<file path="src/rtl/fb_pkg.sv">
// Shared framebuffer definitions: dimensions, pixel format, fill command and fill FSM states.
// The VGA scan-out uses the same pixel_t and dimensions.
package fb_pkg;

    localparam int unsigned FB_WIDTH  = 214;
    localparam int unsigned FB_HEIGHT = 160;
    localparam int unsigned FB_ADDR_W = 16;

    typedef logic [2:0]           pixel_t;
    typedef logic [FB_ADDR_W-1:0] fb_addr_t;

    typedef struct packed {
        logic [7:0] x;
        logic [7:0] y;
        logic [7:0] w;
        logic [7:0] h;
        pixel_t     color;
    } fill_cmd_t;

    typedef enum logic [1:0] {
        ST_IDLE,
        ST_SETUP,
        ST_DRAW
    } fill_state_t;

endpackage

</file>
<file path="src/rtl/fb_rect_walker.sv">
// Rectangle address walker: steps column/line counters and the linear write address
// row-major through a clipped rectangle, using only additions.
module fb_rect_walker
    import fb_pkg::*;
(
    input  logic       clk,
    input  logic       rst_n,
    input  logic       load_i,
    input  logic       step_i,
    input  logic [7:0] x_i,
    input  logic [7:0] y_i,
    input  logic [8:0] x_end_i,
    input  logic [8:0] y_end_i,
    input  fb_addr_t   row_addr_i,
    output fb_addr_t   cur_addr_o,
    output logic       last_o
);

    logic [7:0] col_q, col_d;
    logic [7:0] line_q, line_d;
    fb_addr_t   row_addr_q, row_addr_d;
    fb_addr_t   cur_addr_q, cur_addr_d;
    logic       col_last, line_last;

    assign col_last   = ({1'b0, col_q} + 9'd1) >= x_end_i;
    assign line_last  = ({1'b0, line_q} + 9'd1) >= y_end_i;
    assign last_o     = col_last & line_last;
    assign cur_addr_o = cur_addr_q;

    always_comb begin
        col_d      = col_q;
        line_d     = line_q;
        row_addr_d = row_addr_q;
        cur_addr_d = cur_addr_q;
        if (load_i) begin
            col_d      = x_i;
            line_d     = y_i;
            row_addr_d = row_addr_i;
            cur_addr_d = row_addr_i;
        end else if (step_i) begin
            if (!col_last) begin
                col_d      = col_q + 8'd1;
                cur_addr_d = cur_addr_q + fb_addr_t'(1);
            end else if (!line_last) begin
                // Next line start is the previous line start plus one stride.
                line_d     = line_q + 8'd1;
                col_d      = x_i;
                row_addr_d = row_addr_q + fb_addr_t'(FB_WIDTH);
                cur_addr_d = row_addr_q + fb_addr_t'(FB_WIDTH);
            end
        end
    end

    always_ff @(posedge clk or negedge rst_n) begin
        if (!rst_n) begin
            col_q      <= '0;
            line_q     <= '0;
            row_addr_q <= '0;
            cur_addr_q <= '0;
        end else begin
            col_q      <= col_d;
            line_q     <= line_d;
            row_addr_q <= row_addr_d;
            cur_addr_q <= cur_addr_d;
        end
    end

endmodule

</file>
<file path="src/rtl/fb_fill.sv">
// Framebuffer rectangle-fill engine: accepts one fill command over valid/ready and streams
// one clipped framebuffer write per cycle, honouring write-port stalls.
module fb_fill
    import fb_pkg::*;
(
    input  logic           clk,
    input  logic           rst_n_async,
    input  logic           cmd_valid,
    output logic           cmd_ready,
    input  logic [7:0]     cmd_x,
    input  logic [7:0]     cmd_y,
    input  logic [7:0]     cmd_w,
    input  logic [7:0]     cmd_h,
    input  logic [2:0]     cmd_color,
    output logic           busy,
    output logic           done,
    output logic           fb_we,
    input  logic           fb_wready,
    output logic [15:0]    fb_waddr,
    output logic [2:0]     fb_wdata
);

    fill_state_t state_q, state_d;
    fill_cmd_t   cmd_q;
    logic        done_q, done_d;
    logic        accept, wr_acc, empty, walk_last;
    logic [8:0]  x_sum, y_sum, x_end, y_end;
    fb_addr_t    row_addr, cur_addr;

    assign accept = cmd_valid & cmd_ready;
    assign wr_acc = fb_we & fb_wready;

    // Setup arithmetic; cmd_q is stable for the whole command so these stay valid through DRAW.
    assign x_sum    = {1'b0, cmd_q.x} + {1'b0, cmd_q.w};
    assign y_sum    = {1'b0, cmd_q.y} + {1'b0, cmd_q.h};
    assign x_end    = (x_sum > 9'(FB_WIDTH))  ? 9'(FB_WIDTH)  : x_sum;
    assign y_end    = (y_sum > 9'(FB_HEIGHT)) ? 9'(FB_HEIGHT) : y_sum;
    assign row_addr = fb_addr_t'(cmd_q.y) * fb_addr_t'(FB_WIDTH) + fb_addr_t'(cmd_q.x);
    assign empty    = (cmd_q.w == 8'd0) || (cmd_q.h == 8'd0) ||
                      ({1'b0, cmd_q.x} >= 9'(FB_WIDTH)) || ({1'b0, cmd_q.y} >= 9'(FB_HEIGHT));

    always_ff @(posedge clk or negedge rst_n_async) begin
        if (!rst_n_async) begin
            state_q <= ST_IDLE;
            done_q  <= 1'b0;
            cmd_q   <= '0;
        end else begin
            state_q <= state_d;
            done_q  <= done_d;
            if (accept) begin
                cmd_q <= '{x: cmd_x, y: cmd_y, w: cmd_w, h: cmd_h, color: cmd_color};
            end
        end
    end

    always_comb begin
        state_d = state_q;
        done_d  = 1'b0;
        unique case (state_q)
            ST_IDLE: begin
                if (cmd_valid) state_d = ST_SETUP;
            end
            ST_SETUP: begin
                if (empty) begin
                    state_d = ST_IDLE;
                    done_d  = 1'b1;
                end else begin
                    state_d = ST_DRAW;
                end
            end
            ST_DRAW: begin
                if (fb_wready && walk_last) begin
                    state_d = ST_IDLE;
                    done_d  = 1'b1;
                end
            end
            default: state_d = ST_IDLE;
        endcase
    end

    always_comb begin
        cmd_ready = (state_q == ST_IDLE);
        busy      = (state_q != ST_IDLE);
        done      = done_q;
        fb_we     = (state_q == ST_DRAW);
        fb_waddr  = fb_we ? cur_addr : '0;
        fb_wdata  = fb_we ? cmd_q.color : '0;
    end

    fb_rect_walker u_walker (
        .clk        (clk),
        .rst_n      (rst_n_async),
        .load_i     (state_q == ST_SETUP),
        .step_i     (wr_acc),
        .x_i        (cmd_q.x),
        .y_i        (cmd_q.y),
        .x_end_i    (x_end),
        .y_end_i    (y_end),
        .row_addr_i (row_addr),
        .cur_addr_o (cur_addr),
        .last_o     (walk_last)
    );

endmodule

</file>
<file path="config.mk">
export PLATFORM = sky130hd
export DESIGN_NAME = fb_fill
export DESIGN_NICKNAME = d
export VERILOG_FILES = /design/src/rtl/fb_pkg.sv /design/src/rtl/fb_rect_walker.sv /design/src/rtl/fb_fill.sv
export SDC_FILE = /design/constraint.sdc
export NUM_CORES = 1
export LEC_CHECK = 0
export BUFFER_PORTS_ARGS = -buffer_cell sky130_fd_sc_hd__buf_2
export CAP_MARGIN = 20
export CORE_MARGIN = 8
export CORE_UTILIZATION = 35
export DETAILED_ROUTE_END_ITERATION = 8
export SLEW_MARGIN = 25
export SYNTH_ARGS = -nofsm -noshare
export SYNTH_HDL_FRONTEND = slang
export SYNTH_SLANG_ARGS = --single-unit
</file>
<file path="constraint.sdc">
create_clock -name clk -period 7 [get_ports clk]
set_input_delay 0 -clock clk [delete_from_list [all_inputs] [get_ports clk]]
set_output_delay 0 -clock clk [all_outputs]
set_load 0.03 [all_outputs]
</file>
Yosys cells after proc, flatten, opt, wreduce, memory -nomap -nowiden
Index checks and enable logic that the tools add are counted.

word-level totals
  register bits after elaboration = 86
  latch bits = 0
  memory bits (writable) = 0
  bits in read-only memories = 0
  input port bits = 39
  output and inout port bits = 23
  word-level logic and storage cells = 75
  memories kept = 0

operators by class
  add/sub/neg operators = 9
  multiply operators = 1
  divide/modulo/power cells = 0
  magnitude comparators = 6
  equal/unequal tests = 6
  shift-type cells = 0
  muxes and demuxes = 26
  bitwise gates (word level) = 3
  reductions and logical operators = 13

operator list
  cell                     number
  $mux W16                 8
  $mux W8                  8
  $add A8 B1 Y9 const B    2
  $add A8 B8 Y9            2
  $ge A9 B9 Y1             2
  $gt A9 B8 Y1 const B     2
  $mux W9                  2
  $add A16 B1 Y16 const B  1
  $add A16 B8 Y16          1
  $add A16 B8 Y16 const B  1
  $add A8 B1 Y8 const B    2
  $ge A8 B8 Y1 const B     2
  $logic_not A8 Y1         2
  $mul A8 B7 Y15 const B   1
  $mux W2                  3
  $pmux W2 S3              1
  $reduce_bool A2 Y1       3
  $ne A2 B1 Y1 const B     2
  $reduce_and A2 Y1        2
  $and A1 B1 Y1            3
  $logic_or A1 B1 Y1       3
  $mux W3                  1
  $ne A3 B2 Y1 const B     1
  $reduce_and A3 Y1        1
  other kinds (7)          8

Depth between registers and ports, before layout
Gate-level depths: netlist of the first run.

  depth after elaboration = 8
  depth in mapped cells = 21
  mapped depth without buffers = 19

Cells and area by module
A second synthesis of the first run with hierarchy kept.

second synthesis, totals
  cells, all modules = 930
  area total of the unflattened synthesis = 8466.9 µm²

modules (own cells, without submodules)
  module          times used  cells an instance  area an instance (µm²)  sequential area each (µm²)
  fb_fill         1           473                4428.0                  950.9
  fb_rect_walker  1           457                4038.9                  1201.2

Worst setup path before layout of the first run
Ideal clock, no wire load.

  path type = reg-to-reg
  from = register cmd_q[20] (netlist bit)
  to = register u_walker.cur_addr_q[15], in the netlist u_walker.cur_addr_o[15]
  library setup time = 0.141 ns
  data arrival time = 4.298 ns
  data required time = 6.859 ns
  setup slack = 2.562 ns
  cell stages (with the launch flop) = 16
  buffers on the path = 0
  clock period less this slack = 4.438 ns
  path through = dfrtp_1 -> ha_1 -> fa_1 -> fa_1 -> inv_1 -> fa_1 -> inv_1 -> ha_1 -> a21oi_1 -> nand2_2 -> o211a_1 -> o31ai_2 -> a21bo_4 -> nor4_4 -> and4_2 -> a211oi_1

on the way
  cells in the longest elaborated chain, start to end = 6
  elaborated cells between the ends (all ways) = 9
  those cells by class = add/sub (2); mul (1); order compare (2); eq/ne (1); mux (2); reduce/logical (1)

ends and longest elaborated chain
  element                             RTL line              text
  start: declaration                  fb_fill.sv:24         fill_cmd_t cmd_q;
  start signal: assignment            fb_fill.sv:51         cmd_q <= '{x: cmd_x, y: cmd_y, w: cmd_w, h: cmd_h, color: cmd_color};
  $add A8 B8 Y9                       fb_fill.sv:35         assign y_sum = {1'b0, cmd_q.y} + {1'b0, cmd_q.h};
  $gt A9 B8 Y1                        fb_fill.sv:37         assign y_end = (y_sum > 9'(FB_HEIGHT)) ? 9'(FB_HEIGHT) : y_sum;
  $mux W9                             fb_fill.sv:37
  $ge A9 B9 Y1                        fb_rect_walker.sv:26  assign line_last = ({1'b0, line_q} + 9'd1) >= y_end_i;
  $ne A3 B2 Y1 (no source line)       -
  $reduce_and A2 Y1 (no source line)  -
  end signal: assignment              fb_rect_walker.sv:64  cur_addr_q <= cur_addr_d;
  end: declaration                    fb_rect_walker.sv:22  fb_addr_t cur_addr_q, cur_addr_d;

Several ways; a longest one is shown, not always the timed one.
A chain may end at the register's enable or synchronous reset.

Worst setup path after layout of the first run
  from = register cmd_q[19] (netlist bit)
  to = register u_walker.col_q[4]

on the way
  cells in the longest elaborated chain, start to end = 6

ends and longest elaborated chain
  element                               RTL line              text
  $add A8 B8 Y9 *                       fb_fill.sv:35
  $gt A9 B8 Y1                          fb_fill.sv:37
  $mux W9 *                             fb_fill.sv:37
  $ge A9 B9 Y1 *                        fb_rect_walker.sv:26
  $ne A3 B2 Y1 (no source line) *       -
  $reduce_and A2 Y1 (no source line) *  -
  end signal: assignment                fb_rect_walker.sv:61  col_q <= col_d;
  end: declaration                      fb_rect_walker.sv:19  logic [7:0] col_q, col_d;

Mark *: on every way between the ends. The rest lies on a longest branch, timed or not.

==> summary.txt, run 1 <==
Clocking
  – Clock root buffer: clkbuf_16
  – Clock tree from TritonCTS: built
  – Setup Fix Bufs, Post-CTS: 0
  – Gates resized, CTS repair: 0
  – H-tree depth: 3
  – Num CTS Buffers: 9
  – CTS Hold Bufs: 36
  – Clock buffer depth: 2
  – Clock latency on the worst-skew pair: 0.35 ns
  – Clock sink total: 86
  – Clk slew on worst S/H paths: 0.06 ns

Yosys
  – Mapped Area: between 0.007 and 0.008 mm^2
  – Yosys reg bits: 86
  – Cell taking the most area after synthesis: dfrtp_1
  – Share of the yosys chip area belonging to registers: around 28%
  – Ys Warns: 0
  – FFs w/ async S/R, synth: 100%
  – Synth cell types: 73
  – Post-synth EDFFs: 0
  – Top FF cell, synth: dfrtp_1
  – Synth area leaders: dfrtp_1 28%, ha_1 15%, mux2_2 5.5%
  – Yosys top cell area share: 28.2%
  – Mapped Cells: 838
  – Syn_nets: 985
  – Avg Inst Size Synth: just over 9 um^2

Cells and area
  – Proportion of layout cells with a drive suffix above 1: roughly 15%
  – Final Instance Area: 0.00891 mm^2
  – Util after Layout: between 40% and 50%
  – Ant. Diodes: 0
  – Register Area: 0.00215 mm^2
  – Footprint of the multi-input gates: 0.00520 mm^2
  – Fin nets: 1068
  – P&R area growth vs syn: 16.6%
  – Layout filler cell count: 2187

Drt
  – Routed WL per cell: about 15 um
  – 1st-pass router iterations: 4
  – 1st-iter DRT viols: ~270
  – Post-DRT Antenna Nets: 0
  – Vias per inst: 5.07
  – Post-Route WL: 18500 um
  – Vias: 6115
  – Residual DRC: 0

Floorplan
  – Core area: 0.0216 mm^2
  – I/O pin cnt: 62
  – Die X: roughly 160 um
  – Die Span Y: 164 um
  – Die area: 0.0268 mm^2
  – Starting Density: 35.3%
  – # rows: 54

Worst setup path
  – Startpoint Class: register
  – WS Path Type: register to register
  – Critical path peak fanout: 31
  – Reg2Reg Depth: 20
  – Crit end category: register
  – Crit path DAT: 5.71 ns
  – CP Data Required Time: 7.24 ns

Timing
  – Time the worst path needs with I/O delays and setup: 5.48 ns
  – Final setup TNS: 0 ns
  – Highest clock rate: 0.183 GHz
  – Pins Over Slew Limit: 0
  – Worst rel slew slack: approximately a third
  – Final Cycle Share: 78.2%
  – Setup violations, final: 0
  – Slew @ Worst Pin: 0.977 ns
  – Final Hold Viols: 0
  – Layout Skew: 0.00662 ns
  – RSZ-0062 raised after global routing: false

Placement
  – Port-buffer cells: just over 60
  – Gpl congestion: roughly 0.80
  – Post-DP Area: 0.00824 mm^2
  – Post-DP HPWL: 13700 um

Worst hold path
  – WHS Path Cells: 3
  – HP Class: input port to register

GRT
  – Gr ovfl total: 0
  – Largest net degree at the start of global routing: between 60 and 70
  – First-pass GRT wire length: 31200 um
  – Tot GR Track Use: between 10% and 20%
  – Vias in the first global route: 6061
  – Initial antenna violation count: 0

Status
  – Status: complete, no violations

Run
  – Maximum capacitance violations: 0
-- layout make-up --
class | instances | area share (%)
clock buffer | 11 | 2.84
sequential | 86 | 24.2
clock inverter | 5 | 0.646
multi-input combinational | 672 | 58.4
inverter | 49 | 2.06
tap | 280 | 3.93
timing repair buffer | 103 | 8.01
-- per-layer routing --
metal / vias to the layer above / track usage [%] / wire [um]
li1: 3141 / - / -
met1: 2858 / 20.2 / 9640
met2: 107 / 22.7 / 8000
met3: 9 / 2.63 / 742
met4: 0 / 2.85 / 146
met5: - / 0 / 0
-- sequential cells by signal, indices dropped and copies added, names as in the netlist --
register / flops
u_walker.col_q: 8
cmd_q: 35
state_q: 2
u_walker.row_addr_q: 16
done: 1
u_walker.line_q: 8
u_walker.cur_addr_o: 16
-- placed cells by master (no fill, tap or decap), types with 12 or more instances in the layout --
| master | count |
|---|---|
| nand3_1 | 14 |
| ha_1 | 92 |
| nand2_1 | 75 |
| a21o_1 | 14 |
| buf_2 | 60 |
| inv_1 | 48 |
| fa_1 | 15 |
| xnor2_1 | 38 |
| a21oi_1 | 43 |
| and3_1 | 18 |
| xor2_1 | 38 |
| and2_1 | 21 |
| nor2_1 | 52 |
| dfrtp_1 | 86 |
| mux2_2 | 37 |
| nor3_1 | 12 |
| o21ai_0 | 52 |
| dlygate4sd3_1 | 36 |
-- cells by family after synthesis --
logic type,share of synthesized area (%)
DFF,28.2
muxes,6.50
and+or+nand+nor,16.4
AOI/OAI and AO/OA,16.8
other,0.0491
adders and majority gates,19.2
buffers and inverters,4.19
xor gates and xnor gates,8.71
-- path summary, 6_finish.rpt --
check / startpoint / endpoint / slack (ns)
worst min register to register: cmd_q[1] / cmd_q[1] / 0.50
worst min-delay path: fb_wready / done / 0.005
min in group asynchronous: rst_n_async / u_walker.cur_addr_o[2] / 0.14
max in group asynchronous: rst_n_async / cmd_q[5] / 5.75
worst max-delay path: cmd_q[19] / u_walker.col_q[4] / 1.52
worst max register to register: cmd_q[19] / u_walker.col_q[4] / 1.52
-- synthesized netlist by cell type, drive strengths merged, types with 9 or more instances --
master  instances
dfrtp          86
nand2          76
a31oi          10
clkbuf         21
nor3           13
xor2           38
nand3          15
xnor2          38
and3           19
nor4           11
buf            10
and2           22
inv            49
o21ai          55
o21a            9
nor2           52
fa             15
nand4           9
ha             93
mux2           37
a21oi          44
a21o           14
-- critical path, cell delays in order, from the launching register on --
cell and delay, ns:
dfrtp_1 0.51, ha_1 0.27, fa_1 0.40, a21o_1 0.19, a21oi_1 0.22, o21bai_1 0.09, a21oi_1 0.30, nor3b_1 0.23
o21a_1 0.22, a21o_1 0.18, nand2_1 0.09, ha_1 0.30, nand2_1 0.05, o21ai_0 0.15, nand3_1 0.12, a31oi_2 0.57
o21ai_2 0.11, buf_4 0.25, nor2_1 0.77, nor2_1 0.12, o22a_1 0.22
-- stage by stage --
| step | worst slack, ns | hold slack (ns) | instances |
|---|---|---|---|
| finish | 1.52 | 0.00541 | 1206 |
| global route | 1.12 | 0.0170 | 1206 |
| CTS | 1.52 | 0.00185 | 1206 |
| detailed placement | 1.56 | -0.0219 | 1154 |
| global placement | 1.60 | -0.0193 | 1154 |
| floorplan | 2.56 | -0.296 | 838 |
Power of run 1 is left out: the tool's default activity adds up to more than one toggle a clock period on the data nets, which glitch-free logic cannot reach.
==> run 2, diff against run 1 <==
- clock period: 7 -> 5.7 ns (I/O delays scaled with it)
==> run 2 against run 1 <==
Effect of this change: routed wire length up 1.0%; worst setup slack worse by 1.0 ns; sequential cell count unchanged; critical path type unchanged; critical endpoint is now u_walker.cur_addr_o[4].
==> summary.txt, run 2 (synthesis gave the netlist of run 1 again) <==
Cells and area
  – Commonest non-fill, non-tap cell in the layout: ha_1
  – Fin nets: 1074 (+0.56%)
  – P&R area growth vs syn: 17.0%
  – Most frequent cells in the layout: 92 x ha_1, 86 x dfrtp_1, 75 x nand2_1, 60 x buf_2
  – Proportion of layout cells with a drive suffix above 1: 15.5% (+0.13 points)
  – Ant. Diodes: 0 (unchanged)
  – Register with the most flip-flops: cmd_q
  – Max FFs per register: 35 (unchanged)

GRT
  – Largest net degree at the start of global routing: 62 (unchanged)
  – Vias in the first global route: 5990 (-1.2%)
  – First-pass GRT wire length: 31100 um (-0.29%)
  – GRT busiest layer: met2
  – Tot GR Track Use: 14.4% (about the same)
  – Gr ovfl total: 0 (unchanged)
  – Met1 Resource Use GR: 20.1% (-0.034 points)
  – GRT met3 Usage: 2.76% (+0.13 points)
  – Initial antenna violation count: 0 (unchanged)
  – Met2 GRT Util: 22.1% (-0.64 points)

Worst setup path
  – Buf/Inv on CP: 1 (unchanged)
  – Critical Path, Cell by Cell: ha_1 > fa_1 > a21o_1 > a21oi_1 > o21bai_1 > a21oi_1 > nor3b_1 > o21a_1 > a21o_1 > nor2b_1 > ha_1 > a21o_1 > a21oi_1 > a31oi_2 > o21ai_2 > buf_4 > nand2_1 > a221oi_1 > nor2_1
  – WS Path Type: register to register
  – Largest delay share family, worst path: compound AO/OA/AOI/OAI gates
  – Crit end category: register
  – Slowest-stage cell, CP: o21ai_2
  – Critical path peak fanout: 20 (-35%)
  – Startpoint Class: register
  – Max stage delay on crit path: 0.70 ns (-0.07 ns)
  – CP Data Required Time: 5.92 ns (-1.32 ns)
  – Crit path DAT: 5.42 ns (-0.29 ns)

Clocking
  – Clock sink total: 86 (unchanged)
  – Gates resized, CTS repair: 0 (unchanged)
  – CTS Hold Bufs: 36 (unchanged)
  – Clock latency on the worst-skew pair: 0.35 ns (about the same)
  – Clock root buffer: clkbuf_16
  – Clock buffer depth: 2 (unchanged)
  – Clk slew on worst S/H paths: 0.06 ns (about the same)
  – Setup Fix Bufs, Post-CTS: 0 (unchanged)
  – Clock tree from TritonCTS: built
  – H-tree depth: 3 (unchanged)
  – Num CTS Buffers: 9 (unchanged)

Drt
  – 1st-pass router iterations: 5 (+1)
  – Residual DRC: 0 (unchanged)
  – Routed WL per cell: 15.5 um (+0.60%)
  – Vias per inst: 5.08 (+0.21%)
  – Post-Route WL: 18700 um (+1.0%)
  – 1st-iter DRT viols: 322 (+21%)
  – Post-DRT Antenna Nets: 0 (unchanged)
  – Vias: 6153 (+0.62%)

Timing
  – Final Cycle Share: 91.2% (+13 points)
  – RSZ-0062 raised after global routing: false
  – Highest clock rate: 0.192 GHz (+5.4%)
  – Layout Skew: 0.00833 ns (+0.00171 ns)
  – Setup violations, final: 0 (unchanged)
  – Pins Over Slew Limit: 0 (unchanged)
  – Worst rel slew slack: 46.9% (+12 points)
  – Final setup TNS: 0 ns (unchanged)
  – Final Hold Viols: 0 (unchanged)
  – Slew @ Worst Pin: 0.796 ns (-0.180 ns)
  – Time the worst path needs with I/O delays and setup: 5.20 ns (-0.279 ns)
  – PnR worst setup slack: 0.502 ns (-1.02 ns)

Floorplan
  – Die area: 0.0268 mm^2 (unchanged)
  – Die Span Y: 164 um (unchanged)
  – Core area: 0.0216 mm^2 (unchanged)
  – # rows: 54 (unchanged)
  – Starting Density: 35.3% (unchanged)
  – Die X: 164 um (unchanged)
  – I/O pin cnt: 62 (unchanged)

Placement
  – Gpl congestion: 0.835 (+4.3%)
  – Port-buffer cells: 61 (unchanged)
  – Pre-CTS setup slack: 0.558 ns (-1.01 ns)
  – Post-DP HPWL: 14100 um (+2.7%)

Status
  – Status: complete, no violations

Worst hold path
  – HP Class: input port to register

Run
  – Maximum capacitance violations: 0 (unchanged)
run 2: cell count changes in the layout (fill, tap and decap cells not counted), sizes merged:
cell and change:
clkinvlp -2, bufinv +1, buf +6
run 2: per-stage QoR:
step	instances	hold slack (ns)	area, um^2	utilization (%)
after global routing	1211	0.0360	8940	41.3
final	1211	0.0232	8940	41.3
after floorplan	838	-0.296	7640	-
after CTS	1211	0.0115	8940	41.3
after detailed placement	1160	-0.00209	8270	38.3
after global placement	1160	-0.00164	8270	38.3
run 2: per-layer routing:
layer,vias to the layer above,routed length (um)
li1,3147,-
met1,2861,9480
met2,125,8040
met3,20,910
met4,0,289
met5,-,0
run 2: layout make-up:
cell class | count | area [um^2]
Fill cell | 2157 | 12700
Tap cell | 280 | 350
Inverter | 49 | 184
Clock buffer | 11 | 233
Sequential cell | 86 | 2150
Multi-Input combinational cell | 672 | 5190
Timing Repair Buffer | 109 | 758
Clock inverter | 4 | 72.6
run 2: final timing paths:
kind | to | slack (ns) | depth (start not counted) | start
min reg2reg | cmd_q[1] | 0.50 | 1 | cmd_q[1]
max reg2reg | u_walker.cur_addr_o[4] | 0.50 | 19 | cmd_q[19]
max in group asynchronous | cmd_q[3] | 4.45 | 3 | rst_n_async
max | u_walker.cur_addr_o[4] | 0.50 | 19 | cmd_q[19]
min in group asynchronous | u_walker.row_addr_q[7] | 0.15 | 2 | rst_n_async
min | done | 0.02 | 3 | fb_wready
run 2: worst reg2reg max path, stage by stage (launching register included):
cell      delay, ns
dfrtp_1        0.49
ha_1           0.27
fa_1           0.40
a21o_1         0.19
a21oi_1        0.22
o21bai_1       0.09
a21oi_1        0.30
nor3b_1        0.23
o21a_1         0.19
a21o_1         0.18
nor2b_1        0.21
ha_1           0.27
a21o_1         0.18
a21oi_1        0.16
a31oi_2        0.23
o21ai_2        0.70
buf_4          0.32
nand2_1        0.06
a221oi_1       0.30
nor2_1         0.08
Power of run 2 is left out for the same reason.
